File: src/rtl/proc_test_pkg.sv
// proc_test_pkg: shared types and constants for the end-of-test monitor.
//   tm_state_t    - monitor FSM states (run plus three absorbing outcomes)
//   trace_entry_t - one register writeback as seen by a trace consumer
//   TOHOST_PASS   - tohost value that means "test passed"
//   is_terminal() - true for any state that ends the test
package proc_test_pkg;

  localparam int unsigned TM_XLEN     = 32;
  localparam int unsigned TOHOST_PASS = 32'd1;

  typedef enum logic [1:0] {
    ST_RUN     = 2'd0,
    ST_PASS    = 2'd1,
    ST_FAIL    = 2'd2,
    ST_TIMEOUT = 2'd3
  } tm_state_t;

  typedef struct packed {
    logic [4:0]         addr;
    logic [TM_XLEN-1:0] data;
  } trace_entry_t;

  function automatic logic is_terminal(input tm_state_t s);
    return (s != ST_RUN);
  endfunction

endpackage

File: src/rtl/proc_test_monitor_trace_fifo.sv
// trace_fifo: synchronous FIFO with a registered head entry.
//   push/push_data      - write request; dropped (and overflow set) when full
//                         unless a pop happens in the same cycle
//   out_valid/out_data  - registered head entry, no fall-through
//   pop_ready           - consumer accepts the head when out_valid is high
//   overflow            - sticky, at least one push was dropped
// Pointers carry one extra wrap bit so full/empty are told apart by the MSB.
module trace_fifo #(
  parameter int unsigned WIDTH = 37,
  parameter int unsigned DEPTH = 8
) (
  input  logic             clk,
  input  logic             rst,
  input  logic             push,
  input  logic [WIDTH-1:0] push_data,
  input  logic             pop_ready,
  output logic             out_valid,
  output logic [WIDTH-1:0] out_data,
  output logic             overflow
);

  localparam int unsigned AW = $clog2(DEPTH);
  localparam int unsigned PW = AW + 1;

  logic [WIDTH-1:0] mem_r [DEPTH];
  logic [PW-1:0]    wr_ptr_r;
  logic [PW-1:0]    rd_ptr_r;
  logic [PW-1:0]    wr_ptr_nxt_s;
  logic [PW-1:0]    rd_ptr_nxt_s;
  logic             empty_s;
  logic             full_s;
  logic             pop_s;
  logic             wr_en_s;
  logic             drop_s;
  logic             valid_nxt_s;
  logic [WIDTH-1:0] head_nxt_s;

  // Occupancy decode, pointer advance and next head entry.
  always_comb begin
    empty_s      = (wr_ptr_r == rd_ptr_r);
    full_s       = (wr_ptr_r[AW] != rd_ptr_r[AW]) &&
                   (wr_ptr_r[AW-1:0] == rd_ptr_r[AW-1:0]);
    pop_s        = out_valid && pop_ready;
    wr_en_s      = push && (!full_s || pop_s);
    drop_s       = push && full_s && !pop_s;
    wr_ptr_nxt_s = wr_ptr_r;
    rd_ptr_nxt_s = rd_ptr_r;
    head_nxt_s   = '0;
    if (wr_en_s) begin
      wr_ptr_nxt_s = wr_ptr_r + PW'(1'b1);
    end else begin
      wr_ptr_nxt_s = wr_ptr_r;
    end
    if (pop_s) begin
      rd_ptr_nxt_s = rd_ptr_r + PW'(1'b1);
    end else begin
      rd_ptr_nxt_s = rd_ptr_r;
    end
    valid_nxt_s = (wr_ptr_nxt_s != rd_ptr_nxt_s);
    // The slot being written this cycle becomes the head only when the FIFO
    // holds exactly that one entry afterwards, so bypass the array for it.
    if (!valid_nxt_s) begin
      head_nxt_s = '0;
    end else if (wr_en_s && (wr_ptr_r[AW-1:0] == rd_ptr_nxt_s[AW-1:0])) begin
      head_nxt_s = push_data;
    end else begin
      head_nxt_s = mem_r[rd_ptr_nxt_s[AW-1:0]];
    end
  end

  // Storage array; pointer reset alone empties it, so data needs no reset.
  always_ff @(posedge clk) begin
    if (!rst && wr_en_s) begin
      mem_r[wr_ptr_r[AW-1:0]] <= push_data;
    end
  end

  // Pointers, registered head entry and sticky overflow.
  always_ff @(posedge clk) begin
    if (rst) begin
      wr_ptr_r  <= '0;
      rd_ptr_r  <= '0;
      out_valid <= 1'b0;
      out_data  <= '0;
      overflow  <= 1'b0;
    end else begin
      wr_ptr_r  <= wr_ptr_nxt_s;
      rd_ptr_r  <= rd_ptr_nxt_s;
      out_valid <= valid_nxt_s;
      out_data  <= head_nxt_s;
      overflow  <= overflow | drop_s;
    end
  end

endmodule

File: src/rtl/proc_test_monitor.sv
// proc_test_monitor: decides pass/fail/timeout for a processor test run.
//   clk, rst                       - clock, synchronous active-high reset
//   rf_we/rf_waddr/rf_wdata        - snooped register-file write port
//   dm_we/dm_addr/dm_wdata         - snooped data-memory write port (tohost)
//   retire                         - one instruction completed
//   done/pass/fail/timeout         - sticky outcome flags
//   fail_code                      - tohost value >> 1 on fail
//   cycle_count/retired_count      - run cycles and retired instructions
//   watch_value                    - shadow copies of selected registers
//   trace_valid/ready/addr/data    - writeback trace stream (ready/valid)
//   trace_overflow                 - sticky, a trace entry was dropped
module proc_test_monitor
  import proc_test_pkg::*;
#(
  parameter int unsigned             XLEN           = 32,
  parameter logic [XLEN-1:0]         TOHOST_ADDR    = 32'h0000_0FF0,
  parameter int unsigned             TIMEOUT_CYCLES = 5000,
  parameter int unsigned             NUM_WATCH      = 3,
  parameter logic [NUM_WATCH*5-1:0]  WATCH_IDX      = {5'd2, 5'd4, 5'd3},
  parameter int unsigned             TRACE_DEPTH    = 8
) (
  input  logic                      clk,
  input  logic                      rst,
  input  logic                      rf_we,
  input  logic [4:0]                rf_waddr,
  input  logic [XLEN-1:0]           rf_wdata,
  input  logic                      dm_we,
  input  logic [XLEN-1:0]           dm_addr,
  input  logic [XLEN-1:0]           dm_wdata,
  input  logic                      retire,
  output logic                      done,
  output logic                      pass,
  output logic                      fail,
  output logic                      timeout,
  output logic [XLEN-1:0]           fail_code,
  output logic [31:0]               cycle_count,
  output logic [31:0]               retired_count,
  output logic [NUM_WATCH*XLEN-1:0] watch_value,
  output logic                      trace_valid,
  input  logic                      trace_ready,
  output logic [4:0]                trace_addr,
  output logic [XLEN-1:0]           trace_data,
  output logic                      trace_overflow
);

  tm_state_t         state_r;
  tm_state_t         state_nxt_s;
  logic              tohost_hit_s;
  logic              last_cycle_s;
  logic              trace_push_s;
  logic [XLEN-1:0]   watch_r [NUM_WATCH];
  logic [XLEN+4:0]   trace_out_s;

  // Outcome decision; a tohost store outranks the timeout in the same cycle.
  always_comb begin
    tohost_hit_s = dm_we && (dm_addr == TOHOST_ADDR);
    last_cycle_s = (cycle_count == 32'(TIMEOUT_CYCLES - 1));
    state_nxt_s  = state_r;
    case (state_r)
      ST_RUN: begin
        if (tohost_hit_s) begin
          if (dm_wdata == XLEN'(TOHOST_PASS)) begin
            state_nxt_s = ST_PASS;
          end else begin
            state_nxt_s = ST_FAIL;
          end
        end else if (last_cycle_s) begin
          state_nxt_s = ST_TIMEOUT;
        end else begin
          state_nxt_s = ST_RUN;
        end
      end
      ST_PASS, ST_FAIL, ST_TIMEOUT: state_nxt_s = state_r;
      default:                      state_nxt_s = ST_RUN;
    endcase
  end

  // State register and registered outcome flags (absorbing, hence sticky).
  always_ff @(posedge clk) begin
    if (rst) begin
      state_r   <= ST_RUN;
      done      <= 1'b0;
      pass      <= 1'b0;
      fail      <= 1'b0;
      timeout   <= 1'b0;
      fail_code <= '0;
    end else begin
      state_r <= state_nxt_s;
      done    <= is_terminal(state_nxt_s);
      pass    <= (state_nxt_s == ST_PASS);
      fail    <= (state_nxt_s == ST_FAIL);
      timeout <= (state_nxt_s == ST_TIMEOUT);
      if ((state_r == ST_RUN) && (state_nxt_s == ST_FAIL)) begin
        fail_code <= dm_wdata >> 1;
      end
    end
  end

  // Run-time counters; both freeze once the test has an outcome.
  always_ff @(posedge clk) begin
    if (rst) begin
      cycle_count   <= 32'd0;
      retired_count <= 32'd0;
    end else if (state_r == ST_RUN) begin
      cycle_count <= cycle_count + 32'd1;
      if (retire && (retired_count != 32'hFFFF_FFFF)) begin
        retired_count <= retired_count + 32'd1;
      end
    end
  end

  // Shadow registers; they keep tracking after the test ends.
  always_ff @(posedge clk) begin
    if (rst) begin
      for (int k = 0; k < NUM_WATCH; k++) begin
        watch_r[k] <= '0;
      end
    end else begin
      for (int k = 0; k < NUM_WATCH; k++) begin
        if (rf_we && (rf_waddr != 5'd0) && (rf_waddr == WATCH_IDX[k*5 +: 5])) begin
          watch_r[k] <= rf_wdata;
        end
      end
    end
  end

  for (genvar g = 0; g < NUM_WATCH; g++) begin : g_watch
    assign watch_value[g*XLEN +: XLEN] = watch_r[g];
  end

  assign trace_push_s = rf_we && (rf_waddr != 5'd0) && (state_r == ST_RUN);

  trace_fifo #(
    .WIDTH (XLEN + 5),
    .DEPTH (TRACE_DEPTH)
  ) u_trace_fifo (
    .clk       (clk),
    .rst       (rst),
    .push      (trace_push_s),
    .push_data ({rf_waddr, rf_wdata}),
    .pop_ready (trace_ready),
    .out_valid (trace_valid),
    .out_data  (trace_out_s),
    .overflow  (trace_overflow)
  );

  assign trace_addr = trace_out_s[XLEN +: 5];
  assign trace_data = trace_out_s[XLEN-1:0];

endmodule

File: config.mk
export PLATFORM = sky130hd
export DESIGN_NAME = proc_test_monitor
export DESIGN_NICKNAME = d
export VERILOG_FILES = /design/src/rtl/proc_test_pkg.sv /design/src/rtl/proc_test_monitor_trace_fifo.sv /design/src/rtl/proc_test_monitor.sv
export SDC_FILE = /design/constraint.sdc
export NUM_CORES = 1
export LEC_CHECK = 0
export CAP_MARGIN = 15
export CORE_MARGIN = 1
export CORE_UTILIZATION = 48
export CTS_CLUSTER_DIAMETER = 30
export DETAILED_ROUTE_END_ITERATION = 6
export GPL_ROUTABILITY_DRIVEN = 0
export PLACE_DENSITY_LB_ADDON = 0.15
export SLEW_MARGIN = 20
export SYNTH_ARGS = -nofsm -noshare
export SYNTH_HDL_FRONTEND = slang
export SYNTH_SLANG_ARGS = --single-unit
File: constraint.sdc
create_clock -name clk -period 6 [get_ports clk]
set_clock_uncertainty 0.15 [all_clocks]
set_input_delay 1.2 -clock clk [delete_from_list [all_inputs] [get_ports clk]]
set_output_delay 1.2 -clock clk [all_outputs]
set_load 0.03 [all_outputs]
* After elaboration in Yosys (flattened, before gate mapping)
Memory sizes are Yosys's and may differ from the RTL's. A register that Yosys moved wholly into a read port is not among the register bits. Index checks and enable logic that the tools add are counted.
Operators by class: muxes and demuxes 22, $add $sub $neg 4, equality and inequality tests 16, reduce and logical (&&, ||, !) cells 24, bitwise gates (word level) 5
Operator list (count):
- two-way mux 32 bit | 3
- adder 32 x 1 -> 32 bit, second input constant | 2
- == test 32 x 1 -> 1 bit, second input constant | 1
- == test 32 x 12 -> 1 bit, second input constant | 1
- == test 32 x 13 -> 1 bit, second input constant | 1
- != test 32 bit, second input constant | 1
- logical AND 1 bit | 14
- two-way mux 1 bit | 13
- == test 5 x 2 -> 1 bit, second input constant | 2
- adder 4 x 1 -> 4 bit, second input constant | 2
- == test 2 bit, second input constant | 4
- two-way mux 4 bit | 2
- two-way mux 2 bit | 3
- == test 5 x 3 -> 1 bit, second input constant | 1
- nonzero test 5 bit | 1
- == test 2 x 1 -> 1 bit, second input constant | 2
- != test 4 bit | 1
- bitwise OR 1 bit | 4
- case mux 2 bit (2 select lines) | 1
- == test 3 bit | 1
- logical NOT 1 bit | 3
- OR reduction 3 bit | 1
- logical NOT 2 bit | 1
- AND reduction 2 bit | 1
- other kinds (5) | 5
Storage, ports and cells: bits in writable memories 392, logic and storage cells 85, output and inout port bits 235, register bits 111, memories 2
Memory list:
- u_trace_fifo.mem_r | words 8, bits a word 37, rd ports 1, clocked after Yosys merged registers in 1, wr ports 1, RTL line proc_test_monitor_trace_fifo.sv:25 | logic [WIDTH-1:0] mem_r [DEPTH];
- watch_r | words 3, bits a word 32, rd ports 3, clocked after Yosys merged registers in 0, wr ports 3, RTL line proc_test_monitor.sv:51 | logic [XLEN-1:0] watch_r [NUM_WATCH];

* Logic depth before layout (Yosys ltp)
depth after elaboration 9, gate-level depth with buffers 9, gate-level depth less buffers 7

* By module
A second synthesis with hierarchy kept.
Unflattened totals: cell total of the unflattened synthesis 1604, area total of the unflattened synthesis 21267.9 um2
By module, submodules not included:
- trace_fifo | area each 13310.3 um2, sequential area each 9829.4 um2, times used 1, cells an instance 885
- proc_test_monitor | area each 7957.6 um2, sequential area each 4904.7 um2, times used 1, cells an instance 719

* Least setup slack after synthesis
OpenSTA, ideal clock, no wires.
path type input -> register, from input port trace_ready, to memory u_trace_fifo.mem_r[2][0] (enable), arrival 5.575 ns, stages on the path 5, setup slack -0.249 ns, cell sequence and2_1 > buf_2 > nor4_2 > a211oi_2 > nor4bb_1
Between the ends: word-level cells in the longest chain between the ends 6
Ends and longest elaborated chain:
- start: declaration | RTL line proc_test_monitor.sv:40 | input logic trace_ready,
- logical AND 1 bit | RTL line proc_test_monitor_trace_fifo.sv:43 | pop_s = out_valid && pop_ready;
- logical OR 1 bit | RTL line proc_test_monitor_trace_fifo.sv:44 | wr_en_s = push && (!full_s || pop_s);
- logical AND 1 bit | RTL line proc_test_monitor_trace_fifo.sv:44
- logical AND 1 bit | RTL line proc_test_monitor_trace_fifo.sv:73 | if (!rst && wr_en_s) begin
- two-way mux 1 bit | RTL line proc_test_monitor_trace_fifo.sv:73
- two-way mux 1 bit (not written as such) | RTL line proc_test_monitor_trace_fifo.sv:74 | mem_r[wr_ptr_r[AW-1:0]] <= push_data;
- end: declaration | RTL line proc_test_monitor_trace_fifo.sv:25
Every way passes these cells.

* Final worst setup path
from input port rf_waddr[1], to register u_trace_fifo.out_data[9] (read register of u_trace_fifo.mem_r)
Between the ends: word-level cells in the longest chain between the ends 8
Ends and longest elaborated chain:
- start: declaration | RTL line proc_test_monitor.sv:25 | input logic [4:0] rf_waddr,
- nonzero test 5 bit | RTL line proc_test_monitor.sv:131 | assign trace_push_s = rf_we && (rf_waddr != 5'd0) && (state_r == ST_RUN);
- logical AND 1 bit (2 in a row) | RTL line proc_test_monitor.sv:131
- logical AND 1 bit | RTL line proc_test_monitor_trace_fifo.sv:44
- two-way mux 4 bit | RTL line proc_test_monitor_trace_fifo.sv:49 | if (wr_en_s) begin
- != test 4 bit | RTL line proc_test_monitor_trace_fifo.sv:59 | valid_nxt_s = (wr_ptr_nxt_s != rd_ptr_nxt_s);
- inverter 1 bit (no source line)
- OR reduction 2 bit (no source line)
- end: declaration | RTL line proc_test_monitor_trace_fifo.sv:18 | output logic [WIDTH-1:0] out_data,
Every way passes these cells. A chain may end at the register's enable or synchronous reset.

==> summary.txt <==
Timing
  – Final setup TNS: 0 ps
  – Final period util: approximately two thirds
  – Slew Viols, Final: 0
  – Slew @ Worst Pin: ~1100 ps
  – RSZ-0062 raised after global routing: no
  – Crit path time final: about 4000 ps
  – Fin. Hold Viols: 0
  – Fmax: 255 MHz
  – Endpoints failing setup: 0
  – Rel. slew slack: between 20% and 30%

Final layout
  – Synthesis-to-layout area growth: 37.9%
  – Layout cells sized above 1: approximately an eighth
  – Layout fillers: between 2,000 and 3,000
  – Nets: 2,121
  – Storage cell area: around 15,000 um2
  – Final Util: between 60 and 70%
  – Area occupied by multi-input gates: roughly 5600 um2

Die
  – Initial Util: between 40 and 50%
  – Die width: about 210 um
  – Ports: about 340
  – Die ar.: about 44,000 um2
  – Die H: between 200 and 250 um
  – Core area: between 40,000 and 50,000 um2
  – Rows: 75

Worst setup path
  – CP Data Arrival Time: 4260 ps
  – Kind of end point of the critical path: flip-flop
  – Critical path data required time: around 6300 ps
  – CP max FO: 28
  – Crit start category: primary input
  – Crit Path Category: in2reg

Outcome
  – Status: complete, no violations

Yosys
  – EDFF count, synth: approximately 400
  – Dominant cell type by area after synthesis: edfxtp_1
  – Top cells by count, synth: edfxtp_1, nand2_1, dfxtp_1
  – Mapped Cells: roughly 1,600
  – Synth warn: 0
  – Cell area after synthesis: between 20,000 and 25,000 um2
  – Async set-reset flop share out of synthesis: 0%
  – Synth top area cells: edfxtp_1, dfxtp_1, nand2_1
  – Post-synthesis sequential area ratio: 71.4%
  – Most used DFF post-synth: edfxtp_1
  – Top-count cell post-synth: edfxtp_1
  – Syn avg cell area: 12.6 um2
  – Yosys cell types: 53
  – Synthesis-stage register bit count: 540
  – Post-synth top area share: a little under three fifths
  – Syn_nets: between 1,500 and 2,000

Clock network
  – Clk pin slew, worst setup/hold paths: 50 ps
  – CTS H-Tree Depth: 3
  – Clock sink count: 540
  – Clock buffer depth: 3
  – Total CTS buffers: approximately 100
  – # hold bufs at CTS: 0
  – Setup bufs post-CTS: 0
  – Post-CTS Resized: 0
  – CTS tree: done
  – Clk_lat worst skew: between 600 and 700 ps
  – Clock root buffer: clkbuf_16

Route
  – Residual DRC: 0
  – Post-route ant nets: 0
  – Pre-antenna DRT Iters: 6
  – Initial DRC count: ~750
  – Routed WL: approximately 52,000 um
  – Total number of vias: roughly 14,000
  – Vias per inst: about 5.4
  – WL/cell: roughly 20 um

Global route
  – Vias in the first global route: about 14,000
  – Initial antenna violation count: 2
  – Largest net degree at the start of global routing: around 120
  – First-pass GRT wire length: roughly 80,000 um
  – Remaining Overflow, GRT: 0
  – Gr usage total: roughly a quarter

Hold path
  – Hold Crit Class: reg2reg

Flow run
  – Max Cap Viol: 0

Power and ir drop
  – Pwr dens: ~400 nW/um2
  – P_leak: 10.0 nW
  – Peak VDD IR: 0.225 mV
  – Final Power: roughly 11 mW

Placed design
  – IO Port Bufs: 340
  – Final HPWL DP: between 30,000 and 40,000 um
[where the power goes]
group	leakage, nW	switching (mW)	total (mW)	internal [mW]
logic	3.41	0.702	1.11	0.405
registers	4.79	0.0554	4.19	4.13
clock network	1.80	1.99	6.05	4.06
[critical path: stages]
cell and delay (ps):
clkdlybuf4s50_1 630, or4_1 600, o211ai_1 400, a211oi_1 160, xnor3_1 220, a22oi_2 660, buf_12 300, a21oi_1 70
[through the flow]
stage | cells | setup slack [ps] | hold slack, ps | cell area [um2]
6_report | 2643 | 2080 | 304 | 28400
5_1_grt | 2641 | 1910 | 318 | 28400
4_1_cts | 2641 | 2070 | 304 | 28400
3_5_place_dp | 2443 | 1450 | 294 | 24700
3_3_place_gp | 2443 | 1580 | 288 | 24700
2_1_floorplan | 1631 | 1180 | 349 | 20600
[layout make-up]
cell class,instances,area share (%)
antenna,2,0.0176
clock buffer,118,9.55
clock inverter,80,3.65
inverter,10,0.132
multi-input combinational,991,19.7
sequential,540,51.8
tap,539,2.37
timing repair buffer,363,12.7
[path summary, 6_finish.rpt]
kind                                  from                        to  slack, ps  depth (start not counted)
setup / recovery               rf_waddr[1]  u_trace_fifo.out_data[9]       2080                          8
hold / removal               fail_code[22]             fail_code[22]        300                          2
setup reg to reg  u_trace_fifo.wr_ptr_r[0]  u_trace_fifo.mem_r[3][8]       2710                          5
hold reg to reg              fail_code[22]             fail_code[22]        300                          2
[sequential cells by signal, indices dropped and copies added (netlist names)]
signal	cells
u_trace_fifo.out_data	37
u_trace_fifo.out_valid	1
retired_count	32
state_r	2
watch_r	96
timeout	1
u_trace_fifo.wr_ptr_r	4
fail	1
done	1
u_trace_fifo.overflow	1
u_trace_fifo.rd_ptr_r	4
cycle_count	32
u_trace_fifo.mem_r	296
fail_code	31
pass	1
[cells in the final DEF (no fill, tap or decap), types with 6 or more instances in the layout]
cell / instances
clkinvlp_4: 17
nor4_1: 18
nor2_1: 91
or4_1: 6
a21oi_1: 80
inv_6: 8
clkinv_4: 6
mux2i_1: 40
and2_1: 36
xor2_1: 49
edfxtp_1: 392
clkdlybuf4s50_1: 339
nor3_1: 7
and3_1: 9
nand4_1: 67
a32oi_1: 37
buf_4: 20
nand3_1: 105
clkinv_2: 23
inv_1: 9
xnor2_1: 21
dfxtp_1: 148
clkbuf_16: 105
nand2_1: 352
bufinv_16: 18
clkbuf_1: 9
[cells by family after synthesis]
family / after synthesis / share of synthesized area [%]
AND/OR/NAND/NOR: 725 / 16.4
flip-flops: 540 / 71.4
AO/OA/AOI/OAI: 143 / 4.50
buffers and inverters: 100 / 1.98
XOR/XNOR: 74 / 3.24
multiplexers: 44 / 2.21
adder cells (fa/ha/maj): 4 / 0.243
other: 1 / 0.0182
[per-layer routing]
metal	vias to the layer above	track usage (%)	wire length [um]
met5	-	0	12
met2	503	38.1	24900
li1	6728	-	-
met1	6973	30.2	21600
met3	87	6.61	4060
met4	2	8.67	1310
No activity file was read; power rests on OpenSTA's default activity.
